[src/rtl/fetch_pkg.sv]
// Shared types and constants for the instruction-fetch stage.
package fetch_pkg;

  localparam logic [31:0] NOP_INSTR = 32'h0000_0013;

  typedef struct packed {
    logic [31:0] pc;
    logic [31:0] instr;
    logic        fault;
  } fetch_entry_t;

  typedef enum logic [0:0] {
    S_RUN  = 1'b0,
    S_HALT = 1'b1
  } fetch_state_e;

endpackage

[src/rtl/fetch_if.sv]
// Memory read port, redirect request and decode handshake of the fetch stage.
interface fetch_if;

  logic [31:0] imem_addr;
  logic [31:0] imem_rd;
  logic        redirect_valid;
  logic [31:0] redirect_pc;
  logic        id_valid;
  logic        id_ready;
  logic [31:0] id_instr;
  logic [31:0] id_pc;
  logic [31:0] id_pc4;
  logic        id_fault;

  modport master (
    output imem_addr,
    input  imem_rd,
    input  redirect_valid,
    input  redirect_pc,
    output id_valid,
    input  id_ready,
    output id_instr,
    output id_pc,
    output id_pc4,
    output id_fault
  );

  modport slave (
    input  imem_addr,
    output imem_rd,
    output redirect_valid,
    output redirect_pc,
    input  id_valid,
    output id_ready,
    input  id_instr,
    input  id_pc,
    input  id_pc4,
    input  id_fault
  );

endinterface

[src/rtl/fetch_queue.sv]
// Small power-of-two FIFO of fetch entries; push and pop may coincide even when full.
module fetch_queue
  import fetch_pkg::*;
#(
  parameter int QDEPTH = 2
) (
  input  logic                      clk,
  input  logic                      rst_n,
  input  logic                      push,
  input  logic                      pop,
  input  logic                      flush,
  input  fetch_entry_t              push_entry,
  output fetch_entry_t              head,
  output logic [$clog2(QDEPTH):0]   count,
  output logic                      full,
  output logic                      empty
);

  localparam int AW = $clog2(QDEPTH);
  localparam int CW = AW + 1;
  localparam logic [CW-1:0] QD_C = CW'(QDEPTH);
  localparam fetch_entry_t  RST_ENTRY = '{pc: 32'h0, instr: NOP_INSTR, fault: 1'b0};

  fetch_entry_t  mem_q [QDEPTH];
  fetch_entry_t  mem_d [QDEPTH];
  logic [AW-1:0] wr_ptr_q, wr_ptr_d;
  logic [AW-1:0] rd_ptr_q, rd_ptr_d;
  logic [CW-1:0] count_q, count_d;

  always_comb begin
    mem_d    = mem_q;
    wr_ptr_d = wr_ptr_q;
    rd_ptr_d = rd_ptr_q;
    count_d  = count_q;
    if (flush) begin
      wr_ptr_d = '0;
      rd_ptr_d = '0;
      count_d  = '0;
    end else begin
      if (push) begin
        mem_d[wr_ptr_q] = push_entry;
        wr_ptr_d        = wr_ptr_q + AW'(1);
      end
      if (pop) begin
        rd_ptr_d = rd_ptr_q + AW'(1);
      end
      case ({push, pop})
        2'b10:   count_d = count_q + CW'(1);
        2'b01:   count_d = count_q - CW'(1);
        default: count_d = count_q;
      endcase
    end
  end

  // Storage resets too so the head presents a NOP at PC 0 out of reset.
  always_ff @(posedge clk or negedge rst_n) begin
    if (!rst_n) begin
      for (int i = 0; i < QDEPTH; i++) begin
        mem_q[i] <= RST_ENTRY;
      end
      wr_ptr_q <= '0;
      rd_ptr_q <= '0;
      count_q  <= '0;
    end else begin
      mem_q    <= mem_d;
      wr_ptr_q <= wr_ptr_d;
      rd_ptr_q <= rd_ptr_d;
      count_q  <= count_d;
    end
  end

  assign head  = mem_q[rd_ptr_q];
  assign count = count_q;
  assign full  = (count_q == QD_C);
  assign empty = (count_q == '0);

endmodule

[src/rtl/fetch_unit.sv]
// Instruction fetch: PC register, run/halt FSM, fault detection and queue control.
module fetch_unit
  import fetch_pkg::*;
#(
  parameter logic [31:0] RESET_PC   = 32'h0000_0000,
  parameter int          IMEM_WORDS = 2048,
  parameter int          QDEPTH     = 2
) (
  input  logic     clk,
  input  logic     rst_n,
  fetch_if.master  bus
);

  localparam int            CW         = $clog2(QDEPTH) + 1;
  localparam logic [CW-1:0] QD_C       = CW'(QDEPTH);
  localparam logic [31:0]   IMEM_LIMIT = 32'(IMEM_WORDS);
  localparam logic [0:0]    ST_RUN     = S_RUN;
  localparam logic [0:0]    ST_HALT    = S_HALT;

  logic [31:0]   pc_q, pc_d;
  logic [0:0]    state_q, state_d;

  logic          q_push, q_pop, q_flush;
  fetch_entry_t  q_entry, q_head;
  logic [CW-1:0] q_count;
  logic          q_full, q_empty;

  logic          fault_now;
  logic          pop_req;
  logic          push_req;

  assign fault_now = (pc_q[1:0] != 2'b00) || ({2'b00, pc_q[31:2]} >= IMEM_LIMIT);
  assign pop_req   = !q_empty && bus.id_ready;
  assign push_req  = (state_q == ST_RUN) && ((q_count < QD_C) || (q_full && pop_req));

  always_comb begin
    pc_d    = pc_q;
    state_d = state_q;
    q_push  = 1'b0;
    q_pop   = 1'b0;
    q_flush = 1'b0;
    q_entry = '{pc: pc_q, instr: bus.imem_rd, fault: 1'b0};
    if (bus.redirect_valid) begin
      // Redirect wins: whatever would have been pushed or popped this cycle is dropped.
      q_flush = 1'b1;
      pc_d    = bus.redirect_pc;
      state_d = ST_RUN;
    end else begin
      q_pop = pop_req;
      if (push_req) begin
        q_push = 1'b1;
        if (fault_now) begin
          q_entry = '{pc: pc_q, instr: NOP_INSTR, fault: 1'b1};
          state_d = ST_HALT;
        end else begin
          pc_d = pc_q + 32'd4;
        end
      end
    end
  end

  always_ff @(posedge clk or negedge rst_n) begin
    if (!rst_n) begin
      pc_q    <= RESET_PC;
      state_q <= ST_RUN;
    end else begin
      pc_q    <= pc_d;
      state_q <= state_d;
    end
  end

  fetch_queue #(
    .QDEPTH (QDEPTH)
  ) u_queue (
    .clk        (clk),
    .rst_n      (rst_n),
    .push       (q_push),
    .pop        (q_pop),
    .flush      (q_flush),
    .push_entry (q_entry),
    .head       (q_head),
    .count      (q_count),
    .full       (q_full),
    .empty      (q_empty)
  );

  assign bus.imem_addr = pc_q;
  assign bus.id_valid  = !q_empty;
  assign bus.id_instr  = q_head.instr;
  assign bus.id_pc     = q_head.pc;
  assign bus.id_pc4    = q_head.pc + 32'd4;
  assign bus.id_fault  = q_head.fault;

endmodule

[src/flat_wrapper.sv]
// flat-port wrapper written by rule: the top's interface ports become plain ports
module fetch_unit_flat import fetch_pkg::*;
#(
  parameter logic [31:0] RESET_PC   = 32'h0000_0000,
  parameter int          IMEM_WORDS = 2048,
  parameter int          QDEPTH     = 2
)
  (clk, rst_n, bus_imem_addr, bus_imem_rd, bus_redirect_valid, bus_redirect_pc, bus_id_valid, bus_id_ready, bus_id_instr, bus_id_pc, bus_id_pc4, bus_id_fault);
  fetch_if bus_i ();
  input  logic clk;
  input  logic rst_n;
  output wire logic [$bits(bus_i.imem_addr)-1:0] bus_imem_addr;
  input wire logic [$bits(bus_i.imem_rd)-1:0] bus_imem_rd;
  input wire logic [$bits(bus_i.redirect_valid)-1:0] bus_redirect_valid;
  input wire logic [$bits(bus_i.redirect_pc)-1:0] bus_redirect_pc;
  output wire logic [$bits(bus_i.id_valid)-1:0] bus_id_valid;
  input wire logic [$bits(bus_i.id_ready)-1:0] bus_id_ready;
  output wire logic [$bits(bus_i.id_instr)-1:0] bus_id_instr;
  output wire logic [$bits(bus_i.id_pc)-1:0] bus_id_pc;
  output wire logic [$bits(bus_i.id_pc4)-1:0] bus_id_pc4;
  output wire logic [$bits(bus_i.id_fault)-1:0] bus_id_fault;
  assign bus_imem_addr = bus_i.imem_addr;
  assign bus_i.imem_rd = bus_imem_rd;
  assign bus_i.redirect_valid = bus_redirect_valid;
  assign bus_i.redirect_pc = bus_redirect_pc;
  assign bus_id_valid = bus_i.id_valid;
  assign bus_i.id_ready = bus_id_ready;
  assign bus_id_instr = bus_i.id_instr;
  assign bus_id_pc = bus_i.id_pc;
  assign bus_id_pc4 = bus_i.id_pc4;
  assign bus_id_fault = bus_i.id_fault;
  fetch_unit #(.RESET_PC(RESET_PC), .IMEM_WORDS(IMEM_WORDS), .QDEPTH(QDEPTH)) u_core (.clk(clk), .rst_n(rst_n), .bus(bus_i));
endmodule
[config.mk]
export PLATFORM = sky130hd
export DESIGN_NAME = fetch_unit_flat
export DESIGN_NICKNAME = d
export VERILOG_FILES = /design/src/rtl/fetch_pkg.sv /design/src/rtl/fetch_if.sv /design/src/rtl/fetch_queue.sv /design/src/rtl/fetch_unit.sv /design/src/flat_wrapper.sv
export SDC_FILE = /design/constraint.sdc
export NUM_CORES = 1
export LEC_CHECK = 0
export ABC_CLOCK_PERIOD_IN_PS = 4550
export CAP_MARGIN = 40
export CORE_MARGIN = 4
export CORE_UTILIZATION = 50
export DETAILED_ROUTE_END_ITERATION = 6
export PLACE_DENSITY = 0.83
export SYNTH_ARGS = -nofsm -noshare
export SYNTH_HDL_FRONTEND = slang
export SYNTH_SLANG_ARGS = --single-unit
[constraint.sdc]
create_clock -name clk -period 4.55 [get_ports clk]
set_clock_uncertainty 0.15 [all_clocks]
set_input_delay 0.91 -clock clk [delete_from_list [all_inputs] [get_ports clk]]
set_output_delay 0.91 -clock clk [all_outputs]
set_load 0.01 [all_outputs]
* Yosys cells after proc, flatten, opt, wreduce, memory -nomap -nowiden
Cells that the tools add are included.
** Word-level totals
- Bits in registers :: 167
- Bits in latches :: 0
- RAM bits :: 0
- Bits in read-only memories :: 0
- Input port bits :: 68
- Output and inout bits :: 130
- Memories kept :: 0
** Operators by class
- Add/sub/neg operators :: 6
- Multiply operators :: 0
- Divide/modulo/power cells :: 0
- $lt $le $gt $ge :: 5
- Equal/unequal tests :: 4
- Shift operators :: 0
- Muxes and demuxes :: 25
- Bitwise operators :: 4
- Reduce and logical (&&, ||, !) cells :: 17
** Operators with widths (count)
- 65-bit 2-to-1 mux :: 4
- 130-bit bitwise mux :: 1
- 33-bit 2-to-1 mux :: 3
- 32-bit 2-to-1 mux :: 3
- 65-bit demux with 1-bit select :: 1
- 32-bit by 3-bit adder with 32-bit output (second input constant) :: 2
- 30-bit by 12-bit greater-or-equal comparator with 1-bit output (second input constant) :: 1
- 1-bit 2-to-1 mux :: 11
- 2-bit nonzero test :: 5
- 2-bit AND reduction :: 3
- 2-bit == test (second input constant) :: 2
- 2-bit greater-or-equal comparator (second input constant) :: 2
- 1-bit logical AND :: 4
- 1-bit inverter with 2-bit output :: 2
- 2-bit case mux with 2 select lines :: 1
- 3-bit nonzero test :: 1
- 1-bit adder (second input constant) :: 2
- 2-bit by 1-bit adder with 2-bit output (second input constant) :: 1
- 2-bit by 1-bit == test with 1-bit output (second input constant) :: 1
- 2-bit logical NOT :: 1
- 1-bit logical OR :: 2
- 2-bit by 1-bit < comparator with 1-bit output (second input constant) :: 1
- 2-bit < comparator (second input constant) :: 1
- 2-bit 2-to-1 mux :: 1
- other kinds (4) :: 5

* Longest topological paths before layout
Gate-level depths: netlist of the first run.
- Word-level depth :: 11
- Gate-level depth with buffers :: 13
- Gate-level depth less buffers :: 9

* Hierarchy
From an unflattened synthesis of the first run, not the netlist that was laid out.
** Second synthesis, totals
- Cells, all modules :: 673
- Area, all modules :: 8565.7 sq um
** Modules (own cells, without submodules)
- fetch_queue :: times used 1, cells an instance 366, area each 5860.6 sq um
- fetch_unit :: times used 1, cells an instance 307, area each 2705.1 sq um

* Worst setup path after synthesis of the first run
No wires, ideal clock.
- Kind :: reg-to-output
- From :: reg u_core.u_queue.rd_ptr_q
- To :: out bus_id_pc4[26]
- Data arrival time :: 3.369 ns
- Required time :: 3.490 ns
- Path slack :: 0.121 ns
- Cell stages (with the launch flop) :: 14
- Path buffers :: 4
- Cell sequence :: dfrtp_1 -> buf_6 -> buf_2 -> buf_1 -> clkbuf_1 -> nand2_1 -> and2_1 -> inv_1 -> ha_1 -> inv_1 -> a2111oi_2 -> nand3_1 -> nor3_1 -> xor2_1
** Between the ends
- Longest elaborated chain between the ends :: 5
** Ends and longest elaborated chain
- start: declaration :: line fetch_queue.sv:27 : logic [AW-1:0] rd_ptr_q, rd_ptr_d;
- start signal: assignment :: line fetch_queue.sv:67 : rd_ptr_q <= rd_ptr_d;
- 1-bit inverter with 2-bit output (not written as such) :: line fetch_queue.sv:72 : assign head = mem_q[rd_ptr_q];
- 65-bit 2-to-1 mux (not written as such) (3 in series) :: line fetch_queue.sv:72
- via bus_id_pc[2] :: line flat_wrapper.sv:19 : output wire logic [$bits(bus_i.id_pc)-1:0] bus_id_pc;
- 32-bit by 3-bit adder with 32-bit output :: line fetch_unit.sv:91 : assign bus.id_pc4 = q_head.pc + 32'd4;
- end: declaration :: line flat_wrapper.sv:20 : output wire logic [$bits(bus_i.id_pc4)-1:0] bus_id_pc4;
The timed path passes the listed nets, and every way through them passes these cells. The select of a mux whose other input is x is not followed.

* Final worst setup path of the first run
- From :: reg u_core.u_queue.rd_ptr_q
- To :: out bus_id_pc4[18]
** Between the ends
- Longest elaborated chain between the ends :: 5
** Ends and longest elaborated chain (line)
- 1-bit inverter with 2-bit output (not written as such) :: fetch_queue.sv:72
- 65-bit 2-to-1 mux (not written as such) (3 in series) :: fetch_queue.sv:72
- 32-bit by 3-bit adder with 32-bit output :: fetch_unit.sv:91
No other way between the ends. The select of a mux whose other input is x is not followed.

==> results of run 1 <==
[report_power, final]
group	switching [W]	internal, W	total (W)
clock network	0.000558	0.000892	0.00145
registers	0.000429	0.00210	0.00253
logic	0.00143	0.00181	0.00324
total	0.00242	0.00480	0.00723
[through the flow]
step / std cells / hold WS (ns) / total power (W) / area, µm² / setup slack, ns
after floorplan: 774 / 0.2944 / 0.004177 / 8270 / 0.1210
after global placement: 1122 / 0.3050 / 0.005697 / 10210 / 0.3468
after detailed placement: 1123 / 0.3162 / 0.005781 / 10240 / 0.3211
after CTS: 1155 / 0.2033 / 0.007262 / 10840 / 0.01976
after global routing: 1158 / 0.2107 / 0.007672 / 10900 / 0.004659
final: 1158 / 0.2084 / 0.007226 / 10900 / 0.1802
[how the worst min path moves through the flow]
stage | startpoint | endpoint | slack, ns | cells after the start
after global routing | rst_n | u_core.u_queue.mem_q[17]$_DFFE_PN0P_ | 0.21 | 1
after floorplan | u_core.u_queue.mem_q[0]$_DFFE_PN0P_ | u_core.u_queue.mem_q[0]$_DFFE_PN0P_ | 0.29 | 2
after CTS | rst_n | u_core.u_queue.mem_q[17]$_DFFE_PN0P_ | 0.20 | 1
after global placement | u_core.u_queue.mem_q[8]$_DFFE_PN0P_ | u_core.u_queue.mem_q[8]$_DFFE_PN0P_ | 0.30 | 2
after detailed placement | u_core.u_queue.mem_q[3]$_DFFE_PN0P_ | u_core.u_queue.mem_q[3]$_DFFE_PN0P_ | 0.32 | 2
final | rst_n | u_core.u_queue.mem_q[17]$_DFFE_PN0P_ | 0.21 | 1
[kinds of logic after synthesis]
logic type	share of synthesized area, %
xor+xnor	4.342
mux	19.05
fa+ha+maj	0.6052
buf+inv	6.066
flops	50.62
compound gates	7.201
simple gates	12.12
[cell type report]
cell class	count	share of cell area, %
clock buffer	24	4.328
clock inverter	8	1.137
inverter	18	0.6200
multi-input combinational	512	33.29
sequential	167	38.45
tap	216	2.480
timing repair buffer	213	19.69
[routing by layer]
layer	global-route usage (%)	share of wire [%]	vias to the layer above
li1	-	-	2946
met1	28.99	44	3047
met2	36.39	48	177
met3	6.324	6.7	24
met4	6.439	1.4	0
met5	0	0	-
[state kept, by name, summed over array words and instances, names as in the netlist]
signal	flops
u_core.u_queue.rd_ptr_q	1
u_core.bus.imem_addr	32
u_core.state_q	1
u_core.u_queue.count	2
u_core.u_queue.mem_q	130
u_core.u_queue.wr_ptr_q	1
[worst max-delay path: stages, from the launching register on]
cell and delay, ns:
dfrtp_4 0.52, nand2b_1 0.16, and2_1 0.15, inv_1 0.08, ha_2 0.23, inv_1 0.06
a2111oi_2 0.33, buf_4 0.21, nand3_4 0.16, nor2_2 0.20, xor2_1 0.20, clkdlybuf4s50_1 0.57
[placed cells by master, fill, tap and decap left out, types with 3 or more instances in the layout]
cell and count:
clkdlybuf4s50_1 195, dfrtp_1 160, nand2_1 136, mux2_2 131, o21ai_0 88, xnor2_1 29, inv_1 18, clkbuf_16 17
nor4_1 14, nor2_1 13, xor2_1 12, buf_4 12, nand3_1 11, mux2i_1 10, nand4_1 10, dfstp_2 6
nor3_1 5, clkbuf_1 5, nand2b_1 4, nor2b_1 4, a31oi_1 4, a21o_1 3, nand4b_1 3, a21oi_1 3
ha_1 3, bufinv_16 3, buf_12 3
[repair_timing]
action	CTS	global route
pin swaps	0	1
setup buffers	0	3
endpoints found under the setup margin	11	11
resized for setup	2	8
==> metrics.md, run 1 <==
| Metric | Value |
|---|---|
| Area grow syn2layout | `31.77%` |
| DRT Wirelength | `20.34 mm` |
| Initial DRT Pass Iterations | `4` |
| Leakage power | `4.595 nW` |
| Syn_area_per_cell | `10.69 µm²` |
| Post-synthesis instance total | `774` |
| Final worst path period share | `96.04%` |
| Mapped Nets | `846` |
| Reg2Reg Depth | `5` |
| Register area share after synthesis | `50.62%` |
| Overflow after GRT | `0` |
| Dominant synthesized flop cell | `dfrtp_1` |
| FF-to-FF setup slack | `1.69 ns` |
| Die X | `136.6 µm` |
| Antenna-violating nets left | `0` |
| Leading area contributor after synthesis | `dfrtp_1` |
| CTS Sinks | `167` |
| Crit-path max FO | `7` |
| Fillers | `1203` |
| Via density | `5.349` |
| Die height | `136.6 µm` |
| Tmin final | `4.370 ns` |
| GPL Wtd Cong | `0.8123` |
| Kind of critical path | `reg2out` |
| Largest net degree at the start of global routing | `76` |
| Nets | `1001` |
| Clock root cell | `clkbuf_16` |
| Critical Path End Type | `primary output` |
| CTS tree | `done` |
| Min-Delay Path Class | `in2async` |
| Least-Margin Pin Slew | `0.6828 ns` |
| Area taken by multi-input logic gates | `3628 µm²` |
| Fin. max-slew vios | `0` |
| H-tree depth | `4` |
| Critical Path AT | `3.31 ns` |
| ANT cells | `0` |
| Post-synthesis register bit count | `167` |
| Required @ worst endpoint | `3.49 ns` |
| Final Core Density | `67.87%` |
| Initial DRC Count | `259` |
| Pwr Density | `663.1 nW/µm²` |
| Post-synth EDFFs | `0` |
| Placed wire-length estimate | `14.11 mm` |
| Final setup vio count | `0` |
| Max Fclk | `228.8 MHz` |
| Critical Path Start Type | `flip-flop` |
| Initial Util | `51.50%` |
| Share of cells above drive strength 1 | `20.91%` |
| Number of warnings issued by yosys | `0` |
| Antenna violations before repair | `0` |
| First-pass GRT wire length | `32.86 mm` |
| CTS Buf Count | `17` |
| Core area | `16060 µm²` |
| Hold bufs inserted after CTS | `0` |
| Sequential cell area | `4190 µm²` |
| Library cells used by synthesis | `42` |
| WL per Instance | `17.56 µm` |
| Crit path to | `bus_id_pc4[18]` |
| Setup TNS | `0 ns` |
| Post-Syn Area | `8270 µm²` |
| Max cap viols | `0` |
| Slew HR | `54.35%` |
| Reg2Reg Capture Point | `u_core.bus.imem_addr[3]$_DFFE_PN0P_` |
| Top cells by count, synth | `161 x dfrtp_1, 137 x nand2_1, 131 x mux2_2` |
| Worst r2r src | `u_core.bus.imem_addr[25]$_DFFE_PN0P_` |
| Yosys top cell area share | `48.71%` |
| Clock transition at path regs | `0.06 ns` |
| DRC viols | `0` |
| Most common cell in the synthesized netlist | `dfrtp_1` |
| Hold Fails Final Rpt | `0` |
| Std-Cell Rows | `46` |
| Vias in the first global route | `6488` |
| Ports | `198` |
| RSZ-0062 raised after global routing | `no` |
| Vias | `6194` |
| Deepest clock path buffer count | `2` |
| Worst skew pair latency | `0.42 ns` |
| Crit path launch | `u_core.u_queue.rd_ptr_q$_DFFE_PN0P_` |
| Ys async rst share | `100.0%` |
| Die footprint | `18660 µm²` |
| Gr usage total | `22.25%` |
| Top cells by area, synth | `dfrtp_1 49%, mux2_2 18%, nand2_1 6.2%, o21ai_0 5.3%, buf_4 3.1%` |
| Peak supply drop | `0.3846 mV` |
| Status | `complete, no violations` |
| Port bufs | `197` |
No activity file was read; power rests on OpenSTA's default activity.
==> run 2: changes to the inputs <==
--- a/config.mk
+++ b/config.mk
@@ -7,6 +7,7 @@
 export LEC_CHECK = 0
 export ABC_CLOCK_PERIOD_IN_PS = 4550
 export CAP_MARGIN = 40
+export CORE_ASPECT_RATIO = 0.9
 export CORE_MARGIN = 4
 export CORE_UTILIZATION = 50
 export DETAILED_ROUTE_END_ITERATION = 6
==> run 2 against run 1 <==
Net effect: wire length rose by 3.5%; cell area fell by 0.44%; largest cell class unchanged; total power fell by 0.81%; sequential cell count did not move; first-iteration DRC count rose by 27%; worst setup slack improved by 0.038 ns; sequential power barely moved; non-clock buffer count did not move; critical endpoint is now bus_id_pc4[31]; register-to-register slack got worse by 0.04 ns; highest routed layer unchanged.
==> metrics.md, run 2 (same netlist as run 1, synthesis figures left out) <==
| Metric | Value |
|---|---|
| Via density | `5.451 (+1.9%)` |
| Clock transition at path regs | `0.06 ns (about the same)` |
| CTS tree | `done` |
| WL per Instance | `18.31 µm (+4.3%)` |
| Max cap viols | `0 (unchanged)` |
| P_int | `0.004677 W (-2.7%)` |
| CTS Buf Count | `17 (unchanged)` |
| Antenna-violating nets left | `0 (unchanged)` |
| Crit-path max FO | `49 (+42)` |
| Die X | `143.6 µm (+5.1%)` |
| Deepest clock path buffer count | `2 (unchanged)` |
| Fillers | `1194 (-0.75%)` |
| GPL Wtd Cong | `0.7984 (-1.7%)` |
| Most common cell after layout, fill and taps aside | `clkdlybuf4s50_1` |
| Initial DRT Pass Iterations | `4 (unchanged)` |
| DP Cell Count | `1114 (-0.80%)` |
| Critical path cell sequence | `buf_12, nand3b_1, a222oi_1, buf_4, nand3_2, nor4b_2, xor2_1, clkdlybuf4s50_1` |
| DRT Wirelength | `21.04 mm (+3.5%)` |
| Die height | `130.0 µm (-4.8%)` |
| Sequential power share | `35.3% (+0.3 points)` |
| Placed wire-length estimate | `14.33 mm (+1.6%)` |
| Min-Delay Path Class | `in2async` |
| Most flops, register | `u_core.u_queue.mem_q` |
| Max Fclk | `230.9 MHz (+0.88%)` |
| Combinational share of power | `45.5% (+0.6 points)` |
| Net Switching | `0.002491 W (+2.9%)` |
| Fin. max-slew vios | `0 (unchanged)` |
| Worst-path cell with the longest stage delay | `clkdlybuf4s50_1` |
| Hold bufs inserted after CTS | `0 (unchanged)` |
| Critical Path End Type | `primary output` |
| Port bufs | `197 (unchanged)` |
| Commonest cells after routing, fill and taps aside | `195 x clkdlybuf4s50_1, 160 x dfrtp_1, 136 x nand2_1` |
| Hold Fails Final Rpt | `0 (unchanged)` |
| Ports | `198 (unchanged)` |
| Tmin final | `4.332 ns (-0.03807 ns)` |
| Clk network pwr share | `19.3% (-0.8 points)` |
| Peak supply drop | `0.4629 mV (+20%)` |
| Gr usage total | `22.77% (+0.52 points)` |
| Final setup vio count | `0 (unchanged)` |
| ANT cells | `0 (unchanged)` |
| Slowest Stage Delay on Critical Path | `0.56 ns (about the same)` |
| Least-Margin Pin Slew | `0.6421 ns (-0.04065 ns)` |
| Largest net degree at the start of global routing | `92 (+21%)` |
| Reg2Reg Depth | `5 (unchanged)` |
| Setup TNS | `0 ns (unchanged)` |
| Std-Cell Rows | `44 (-4.3%)` |
| Required @ worst endpoint | `3.49 ns (about the same)` |
| Sequential cell area | `4190 µm² (unchanged)` |
| Sw frac | `34.75% (+1.2 points)` |
| Antenna violations before repair | `0 (unchanged)` |
| Clock root cell | `clkbuf_16` |
| RSZ-0062 raised after global routing | `no` |
| First-pass GRT wire length | `33.45 mm (+1.8%)` |
| H-tree depth | `4 (unchanged)` |
| Overflow after GRT | `0 (unchanged)` |
| Slew HR | `56.80% (+2.5 points)` |
| Vias | `6263 (+1.1%)` |
| Kind of critical path | `reg2out` |
| Area taken by multi-input logic gates | `3623 µm² (-0.14%)` |
| Share of cells above drive strength 1 | `21.13% (+0.21 points)` |
| Worst skew pair latency | `0.43 ns (about the same)` |
| Worst r2r src | `u_core.bus.imem_addr[20]$_DFFE_PN0P_` |
| Initial DRC Count | `330 (+27%)` |
| Area grow syn2layout | `31.20%` |
| Pwr Density | `660.6 nW/µm² (-0.38%)` |
| DRC viols | `0 (unchanged)` |
| Core area | `16190 µm² (+0.79%)` |
| Final worst path period share | `95.20% (-0.84 points)` |
| Critical Path Start Type | `flip-flop` |
| Status | `complete, no violations` |
| Vias in the first global route | `6415 (-1.1%)` |
| Nets | `1001 (unchanged)` |
| Die footprint | `18670 µm² (about the same)` |
| Crit path launch | `u_core.u_queue.rd_ptr_q$_DFFE_PN0P_` |
| CTS Sinks | `167 (unchanged)` |
| Final cell count without fillers | `1149 (-0.78%)` |
| Leakage power | `4.570 nW (-0.53%)` |
| Critical Path AT | `3.27 ns (-0.04 ns)` |
| Initial Util | `51.10% (-0.41 points)` |
| Number of flip-flops in the largest register | `130 (unchanged)` |
-- run 2: stage by stage --
stage	utilization, %	hold WS (ns)	setup slack, ns	power [W]	area [µm²]
finish	67.04	0.1663	0.2182	0.007167	10850
global route	67.04	0.1685	0.05048	0.007586	10850
global placement	63.10	0.3049	0.4347	0.005696	10210
CTS	66.91	0.1545	0.05373	0.007207	10830
detailed placement	63.27	0.3156	0.2980	0.005788	10240
floorplan	-	0.2944	0.1210	0.004177	8270
-- run 2: final cells by class --
| class | count | area share [%] |
|---|---|---|
| Multi-Input combinational cell | 512 | 33.39 |
| Tap cell | 207 | 2.387 |
| Inverter | 18 | 0.6227 |
| Clock buffer | 18 | 4.048 |
| Timing Repair Buffer | 213 | 19.78 |
| Clock inverter | 14 | 1.153 |
| Sequential cell | 167 | 38.62 |
-- run 2: per-layer routing --
layer	GRT usage, %	wire, µm
met1	31.59	9741
met2	34.53	9521
met3	5.387	1374
met4	9.745	405
met5	0	0
-- run 2: critical path, delay by kind of cell (launching register included) --
kind | cells | cell delay (ns)
buffers and inverters | 3 | 1.01
AND/OR/NAND/NOR | 3 | 0.71
flip-flops | 1 | 0.55
AO/OA/AOI/OAI | 1 | 0.38
XOR/XNOR | 1 | 0.18
-- run 2: what timing repair did --
item,CTS,global route
pin swaps,1,2
setup endpoints to repair,5,9
endpoints found under the hold margin,0,0
gates resized for setup,2,1
setup buffers,2,1
-- run 2: worst paths after layout --
path,end,slack (ns)
setup / recovery,bus_id_pc4[31],0.22
hold / removal,u_core.u_queue.mem_q[73]$_DFFE_PN0P_,0.17
setup reg to reg,u_core.bus.imem_addr[3]$_DFFE_PN0P_,1.65
hold reg to reg,u_core.u_queue.mem_q[10]$_DFFE_PN0P_,0.33
max in group asynchronous,u_core.u_queue.rd_ptr_q$_DFFE_PN0P_,3.36
min in group clk,u_core.u_queue.mem_q[10]$_DFFE_PN0P_,0.33
-- run 2: power groups by stage --
stage / Clock, W / Combinational (W) / Sequential, W
after floorplan: 0 / 0.00178 / 0.00240
after global placement: 0 / 0.00319 / 0.00251
after detailed placement: 0 / 0.00325 / 0.00254
after CTS: 0.00140 / 0.00329 / 0.00252
after global routing: 0.00146 / 0.00352 / 0.00260
final: 0.00138 / 0.00326 / 0.00253
==> run 3: changes to the inputs <==
--- a/config.mk
+++ b/config.mk
@@ -5,7 +5,7 @@
 export SDC_FILE = /design/constraint.sdc
 export NUM_CORES = 1
 export LEC_CHECK = 0
-export ABC_CLOCK_PERIOD_IN_PS = 4550
+export ABC_CLOCK_PERIOD_IN_PS = 4180
 export CAP_MARGIN = 40
 export CORE_ASPECT_RATIO = 0.9
 export CORE_MARGIN = 4
==> constraint.sdc (replaced) <==
create_clock -name clk -period 4.18 [get_ports clk]
set_clock_uncertainty 0.15 [all_clocks]
set_input_delay 0.836 -clock clk [delete_from_list [all_inputs] [get_ports clk]]
set_output_delay 0.836 -clock clk [all_outputs]
set_load 0.01 [all_outputs]
==> run 3 against run 2 <==
Net effect: non-clock buffer count up 7; utilization up 0.83 points; clock power up 11%; cell area up 1.2%; critical path depth down 1; sequential power up 9.5%; total power up 9.4%; sequential cell count unchanged; worst setup slack worse by 0.14 ns; die area unchanged; largest power group unchanged.
==> metrics.md, run 3 (same netlist as run 1, synthesis figures left out) <==
| Metric | Value |
|---|---|
| Via density | `5.451 (about the same)` |
| DRC viols | `0 (unchanged)` |
| Final setup vio count | `0 (unchanged)` |
| Max Fclk | `244.0 MHz` |
| CTS Buf Count | `17 (unchanged)` |
| Worst-path cell with the longest stage delay | `clkdlybuf4s50_1` |
| Hold bufs inserted after CTS | `0 (unchanged)` |
| Antenna-violating nets left | `0 (unchanged)` |
| Min-Delay Path Class | `in2async` |
| Placed wire-length estimate | `14.22 mm (-0.80%)` |
| DRT Wirelength | `21.27 mm (+1.1%)` |
| Die height | `130.0 µm (unchanged)` |
| Area grow syn2layout | `32.83%` |
| Clock root cell | `clkbuf_16` |
| Final cell count without fillers | `1156 (+0.61%)` |
| Largest net degree at the start of global routing | `76 (-17%)` |
| Initial Util | `51.10% (unchanged)` |
| GPL Wtd Cong | `0.8614 (+7.9%)` |
| Final worst path period share | `98.05%` |
| Peak supply drop | `0.5574 mV (+20%)` |
| Tmin final | `4.099 ns` |
| Antenna violations before repair | `0 (unchanged)` |
| Hold Fails Final Rpt | `0 (unchanged)` |
| Critical Path End Type | `primary output` |
| ANT cells | `0 (unchanged)` |
| Status | `complete, no violations` |
| Leakage power | `4.707 nW (+3.0%)` |
| Final worst-path setup slack | `0.08147 ns (-0.1368 ns)` |
| FF-to-FF setup slack | `1.28 ns (-0.37 ns)` |
| DP Cell Count | `1116 (+0.18%)` |
| Die footprint | `18670 µm² (unchanged)` |
| Required @ worst endpoint | `3.19 ns (-0.30 ns)` |
| Met1 GRT Util | `31.45% (-0.14 points)` |
| Max cap viols | `0 (unchanged)` |
| Hold slack | `0.2916 ns (+0.1253 ns)` |
| H-tree depth | `4 (unchanged)` |
| First-pass GRT wire length | `33.53 mm (+0.25%)` |
| Top delay family on crit path | `simple AND/OR/NAND/NOR gates` |
| Overflow after GRT | `0 (unchanged)` |
| Deepest clock path buffer count | `2 (unchanged)` |
| GRT Max-Usage Layer | `met2` |
| Fin. max-slew vios | `0 (unchanged)` |
| Met3 usage | `5.423% (+0.037 points)` |
| Ports | `198 (unchanged)` |
| WL per Instance | `18.40 µm (+0.48%)` |
| Clock transition at path regs | `0.06 ns (about the same)` |
| Commonest cells after routing, fill and taps aside | `187 x clkdlybuf4s50_1, 160 x dfrtp_1, 136 x nand2_1` |
| Worst skew pair latency | `0.43 ns (about the same)` |
| Setup TNS | `0 ns (unchanged)` |
| Die X | `143.6 µm (unchanged)` |
| Most flops, register | `u_core.u_queue.mem_q` |
| Final total power | `0.007844 W (+9.4%)` |
| Core area | `16190 µm² (unchanged)` |
| Most common cell after layout, fill and taps aside | `clkdlybuf4s50_1` |
| Setup WS pre-CTS | `0.1856 ns (-0.1124 ns)` |
| Crit-path max FO | `28 (-43%)` |
| CTS tree | `done` |
| M2 GR Usage | `36.10% (+1.6 points)` |
| Critical path buffers and inverters | `2 (-1)` |
| Initial DRT Pass Iterations | `4 (unchanged)` |
| Gr usage total | `22.74% (-0.037 points)` |
| Number of flip-flops in the largest register | `130 (unchanged)` |
| Slew HR | `53.43% (-3.4 points)` |
| Share of cells above drive strength 1 | `22.13% (+1.0 points)` |
| Critical Path Start Type | `flip-flop` |
| Slowest Stage Delay on Critical Path | `0.57 ns (about the same)` |
| Critical path cell sequence | `buf_16, nand4b_1, a21o_1, or3_1, nor4b_4, xor2_1, clkdlybuf4s50_1` |
| Pwr Density | `714.1 nW/µm² (+8.1%)` |
| Critical Path AT | `3.11 ns (-0.16 ns)` |
| Initial DRC Count | `375 (+14%)` |
| Port bufs | `197 (unchanged)` |
| CTS Sinks | `167 (unchanged)` |
| Vias | `6301 (+0.61%)` |
| Least-Margin Pin Slew | `0.6985 ns (+0.05640 ns)` |
| Std-Cell Rows | `44 (unchanged)` |
| Kind of critical path | `reg2out` |
| Vias in the first global route | `6316 (-1.5%)` |
| Nets | `1008 (+0.70%)` |
run 3: cell count changes in the layout (fill, tap and decap cells not counted), sizes merged:
cell | previous run | this run
clkdlybuf4s50 | 195 | 187
dlymetal6s2s | 0 | 8
buf | 18 | 24
clkbuf | 18 | 24
clkinvlp | 6 | 3
inv | 20 | 18
bufinv | 1 | 2
clkinv | 5 | 4
run 3: metal layers:
metal | share of wire (%) | vias to the layer above
met5 | 0 | -
met4 | 1.2 | 0
met1 | 45 | 3089
li1 | - | 2967
met2 | 47 | 226
met3 | 7.1 | 19
run 3: through the flow:
stage / util, % / area (µm²)
floorplan: - / 8274
global placement: 63.16 / 10220
detailed placement: 63.16 / 10220
CTS: 66.92 / 10830
global route: 67.87 / 10990
finish: 67.87 / 10990
run 3: layout make-up:
| class | instances | area (µm²) |
|---|---|---|
| fillers | 1233 | 5200 |
| inverters | 18 | 67.56 |
| well taps | 207 | 259.0 |
| repair buffers | 220 | 2215 |
| clock buffers | 23 | 467.9 |
| flip-flops and latches | 167 | 4190 |
| multi-input cells | 512 | 3684 |
| clock inverters | 9 | 102.6 |
run 3: power by group:
group          switching (W)  total [W]  leakage, nW  internal, W
Combinational        0.00158    0.00355         2.39      0.00197
Sequential          0.000478    0.00277         2.04      0.00229
Clock               0.000620    0.00153        0.273     0.000907
Total                0.00268    0.00784         4.71      0.00517
run 3: repair_timing:
action	CTS	global route
resized for setup	4	20
buffers inserted	1	6
cloned	0	1
setup endpoints to repair	15	13
pin swaps	3	2
run 3: worst paths after layout:
| check | startpoint | to | cells after the start |
|---|---|---|---|
| setup / recovery | u_core.u_queue.rd_ptr_q$_DFFE_PN0P_ | bus_id_pc4[31] | 7 |
| hold / removal | rst_n | u_core.u_queue.mem_q[72]$_DFFE_PN0P_ | 1 |
| setup reg to reg | u_core.bus.imem_addr[25]$_DFFE_PN0P_ | u_core.bus.imem_addr[3]$_DFFE_PN0P_ | 5 |
| hold reg to reg | u_core.u_queue.mem_q[17]$_DFFE_PN0P_ | u_core.u_queue.mem_q[17]$_DFFE_PN0P_ | 2 |
| max in group asynchronous | rst_n | u_core.u_queue.mem_q[5]$_DFFE_PN1P_ | 2 |
| min in group clk | u_core.u_queue.mem_q[17]$_DFFE_PN0P_ | u_core.u_queue.mem_q[17]$_DFFE_PN0P_ | 2 |
